==> config.mk <==
export PLATFORM = sky130hd
export DESIGN_NAME = bus_dma
export DESIGN_NICKNAME = d
export VERILOG_FILES = /design/src/rtl/bus_dma.sv
export SDC_FILE = /design/constraint.sdc
export NUM_CORES = 1
export LEC_CHECK = 0
export CAP_MARGIN = 0
export CORE_MARGIN = 1.5
export CORE_UTILIZATION = 40
export DETAILED_ROUTE_END_ITERATION = 7
export GPL_TIMING_DRIVEN = 1
export PLACE_DENSITY_LB_ADDON = 0.25
export RECOVER_POWER = 25
export SYNTH_ARGS = -nofsm -noshare
export SYNTH_HDL_FRONTEND = slang
export SYNTH_SLANG_ARGS = --single-unit
==> constraint.sdc <==
create_clock -name clk -period 2.6 [get_ports clk]
set_clock_uncertainty 0.05 [all_clocks]
set_input_delay 0.26 -clock clk [delete_from_list [all_inputs] [get_ports clk]]
set_output_delay 0.26 -clock clk [all_outputs]
set_load 0.01 [all_outputs]
==> src/rtl/bus_dma.sv <==
// Block-copy bus initiator: reads a word from src, writes it to dst, repeats count times.
// All outputs are registered; the FSM computes next-cycle bus values on each transition.
module bus_dma #(
  parameter int COUNT_BITS = 16
) (
  input  logic                  clk,
  input  logic                  reset,
  input  logic                  start_in,
  input  logic [31:0]           src_addr_in,
  input  logic [31:0]           dst_addr_in,
  input  logic [COUNT_BITS-1:0] count_in,
  output logic                  busy_out,
  output logic                  done_out,
  output logic [COUNT_BITS-1:0] remaining_out,
  output logic [31:0]           address_out,
  output logic                  sel_out,
  output logic                  read_out,
  output logic [3:0]            write_mask_out,
  output logic [31:0]           write_value_out,
  input  logic [31:0]           read_value_in,
  input  logic                  ready_in
);

  typedef enum logic [1:0] {IDLE, READ, WRITE, DONE} state_t;

  state_t                state;
  logic [31:0]           src;
  logic [31:0]           dst;
  logic [COUNT_BITS-1:0] remaining;

  assign remaining_out = remaining;

  // Bus handshake: a transaction is offered while sel_out is high and completes in
  // the cycle ready_in is high; all request fields stay frozen until that cycle.
  // write_value_out doubles as the data register holding the word being moved.
  always_ff @(posedge clk) begin
    if (reset) begin
      state           <= IDLE;
      src             <= '0;
      dst             <= '0;
      remaining       <= '0;
      busy_out        <= 1'b0;
      done_out        <= 1'b0;
      sel_out         <= 1'b0;
      read_out        <= 1'b0;
      write_mask_out  <= '0;
      address_out     <= '0;
      write_value_out <= '0;
    end else begin
      done_out <= 1'b0;
      unique case (state)
        IDLE: begin
          if (start_in) begin
            if (count_in != '0) begin
              src         <= {src_addr_in[31:2], 2'b00};
              dst         <= {dst_addr_in[31:2], 2'b00};
              remaining   <= count_in;
              state       <= READ;
              busy_out    <= 1'b1;
              sel_out     <= 1'b1;
              read_out    <= 1'b1;
              address_out <= {src_addr_in[31:2], 2'b00};
            end else begin
              state    <= DONE;
              done_out <= 1'b1;
            end
          end
        end
        READ: begin
          if (ready_in) begin
            state           <= WRITE;
            write_value_out <= read_value_in;
            read_out        <= 1'b0;
            write_mask_out  <= 4'b1111;
            address_out     <= dst;
          end
        end
        WRITE: begin
          if (ready_in) begin
            src             <= src + 32'd4;
            dst             <= dst + 32'd4;
            remaining       <= remaining - COUNT_BITS'(1);
            write_mask_out  <= '0;
            write_value_out <= '0;
            if (remaining == COUNT_BITS'(1)) begin
              state       <= DONE;
              done_out    <= 1'b1;
              busy_out    <= 1'b0;
              sel_out     <= 1'b0;
              address_out <= '0;
            end else begin
              state       <= READ;
              read_out    <= 1'b1;
              address_out <= src + 32'd4;
            end
          end
        end
        DONE: begin
          state <= IDLE;
        end
        default: begin
          state <= IDLE;
        end
      endcase
    end
  end

endmodule

==> impl_metrics.yaml <==
run_status:
  status: "finished, final reports clean"
route:
  wire_per_inst_um: 17.8
  vias_per_cell: 5.85
  wl_mm: 28.4
  drt_iter0_markers: 612
  dr.pass1.iters: 5
  drc_errors: 0
  ant_nets: 0
  routed-via-count: 9335
timing:
  finalSetupTns_ns: 0
  slew_viol_final: 0
  fmax_mhz: 435
  timing.final.crit_share: 0.884
  min_period_ns: 2.30
  setup-violations-final: 0
  max-slew-margin-rel: 0.607
  rsz0062_at_grt: "false"
  worstMarginPinSlew_ns: 0.583
  hold_viol_final: 0
synthesis:
  synth_top_cell_area_share: 0.338
  ys_types: 69
  ys_ff_latch: 145
  synth_edf_count: 0
  syn-instance-count: 1145
  ys_seq_area_frac: 0.338
  synth.top_cells.by_count: "dfxtp_1, a21oi_1, nand2_1"
  yosysMostFrequentCell: "dfxtp_1"
  ys_dominant_reg_cell: "dfxtp_1"
  syn-num-nets: 1270
  avgSynthCellArea_um2: 7.51
  yosys_warnings: 0
  synth-async-reset-ratio: 0
  yosys-top-cells-area: "dfxtp_1, a21oi_1, o21ai_0"
  syn_area_mm2: 0.00860
  yosysTopAreaCell: "dfxtp_1"
die:
  initial_utilization: 0.409
  die_width_um: 150
  rows: 53
  io_pins: 204
  die_h_um: 150
  die_area_mm2: 0.0224
  fp.coreArea_mm2: 0.0210
finish:
  postLayoutCoreUtil: 0.552
  drive_above_1_share: 0.0817
  multi_input_area_mm2: 0.00517
  fin_nets: 1434
  area_growth_pct: 35.0
  fillers: 1936
  diodes: 0
  final_area_mm2: 0.0116
  seqCellArea_mm2: 0.00290
worst_hold_path:
  min_to: "src[20]"
  hold_path.class: "in2reg"
  holdPathStages: 2
  min_from: "reset"
clock_network:
  clock_latency_ns: 0.43
  cts_root_buf: "clkbuf_16"
  htree_levels: 4
  clock_path_buffers: 2
  cts_tree: "yes"
  cts_made_buffers: 17
  post_cts_buffers: 0
  clock-sinks: 145
  cts_resized: 0
  holdBufCountCts: 0
  cts.clk_slew.worst_paths_ns: 0.07
setup_path:
  slowest_stage: "buf_4"
  crit_required_ns: 2.89
  r2r_slack_ns: 0.30
  cpMostUsedCell: "buf_4"
  rr_worst_depth: 7
  worstPathMaxFanout: 55
  r2r-end: "address_out[10]"
  crit_family: "buffers and inverters"
  r2r_start: "state[0]"
  end_kind: "register"
  cp-start-kind: "register"
  critical_path.cell_chain: "inv_1, ha_4, buf_4, o21ai_0, buf_4, o211a_1, nor4_1"
  cp_num_buf_inv: 3
  crit_type: "reg2reg"
  critPathMaxStageDelay_ns: 0.49
  arrival_ns: 2.59
grt:
  grt_pass1_wl_mm: 45.2
  grt_overflow: 0
  track_usage: 0.253
  grt_antenna_before_repair: 0
  grt_max_degree: 95
  grt_pass1_vias: 8598
power_and_ir_drop:
  p_leak_nw: 4.18
  ir_drop_v: 0.000556
  design_power_total_w: 0.0134
  p_per_area_mw_per_mm2: 1160
flow_run:
  max_cap_viol_count: 0
placement:
  portBuffers: 199
  placed_area_mm2: 0.0110
  globalplace.congestion: 0.886
  hpwlAfterDp_mm: 19.5
==> layout by cell type, fill, tap and decap left out, drive strengths merged, types with 15 or more instances in the layout <==
| cell type | count |
|---|---|
| dfxtp | 145 |
| clkdlybuf4s50 | 140 |
| a21oi | 122 |
| nand2 | 108 |
| o21ai | 99 |
| nor2 | 92 |
| dlygate4sd3 | 58 |
| buf | 54 |
| inv | 39 |
| nor3 | 34 |
| nor3b | 33 |
| nor4 | 33 |
| nand3 | 29 |
| nand4 | 29 |
| nor2b | 28 |
| o32ai | 17 |
| clkbuf | 17 |
| o31a | 16 |
| o21a | 15 |
==> state kept, by name, summed over array words and instances, names as in the netlist <==
name,count
done_out,1
sel_out,1
write_mask_out,1
read_out,1
address_out,31
remaining_out,16
write_value_out,32
dst,30
state,2
src,30
==> stage by stage <==
| stage | cells | worst slack, ns | hold WS (ns) |
|---|---|---|---|
| 4_1_cts | 1597 | 0.335 | 0.243 |
| 2_1_floorplan | 1145 | 0.429 | 0.377 |
| 3_3_place_gp | 1565 | 0.108 | 0.395 |
| 3_5_place_dp | 1565 | 0.0333 | 0.407 |
| 5_1_grt | 1597 | 0.128 | 0.252 |
| 6_report | 1597 | 0.300 | 0.270 |
==> metal layers <==
metal	GRT usage	part of all wire	vias to the layer above
met4	0.0703	0.018	0
met2	0.396	0.45	391
met3	0.0683	0.091	38
met5	0	0	-
met1	0.341	0.44	4348
li1	-	-	4558
==> logic make-up after synthesis <==
group	synth area share
mux	0.00961
flops	0.338
compound gates	0.282
buf+inv	0.0671
xor+xnor	0.0143
fa+ha+maj	0.0131
simple gates	0.277
==> report_power, final <==
group	switching [W]	total [W]	internal (W)	leakage (nW)
logic	0.00403	0.00713	0.00310	2.71
registers	0.000863	0.00388	0.00301	1.19
clock network	0.00109	0.00243	0.00135	0.279
==> worst max-delay path by stage <==
stage | slack, ns | end | depth (start not counted) | start
final | 0.30 | address_out[10] | 7 | state[0]
after global routing | 0.13 | address_out[28] | 7 | state[0]
after CTS | 0.34 | remaining_out[14] | 7 | remaining_out[0]
after detailed placement | 0.03 | address_out[15] | 8 | count_in[4]
after global placement | 0.11 | address_out[26] | 8 | count_in[4]
after floorplan | 0.43 | remaining_out[14] | 8 | remaining_out[0]
==> final cells by class <==
type,count,area share
multi-input combinational,861,0.445
tap,275,0.0296
clock inverter,15,0.0127
sequential,145,0.250
timing repair buffer,252,0.215
clock buffer,17,0.0367
inverter,32,0.0103
Note: power is estimated with default switching activity, not from simulation.
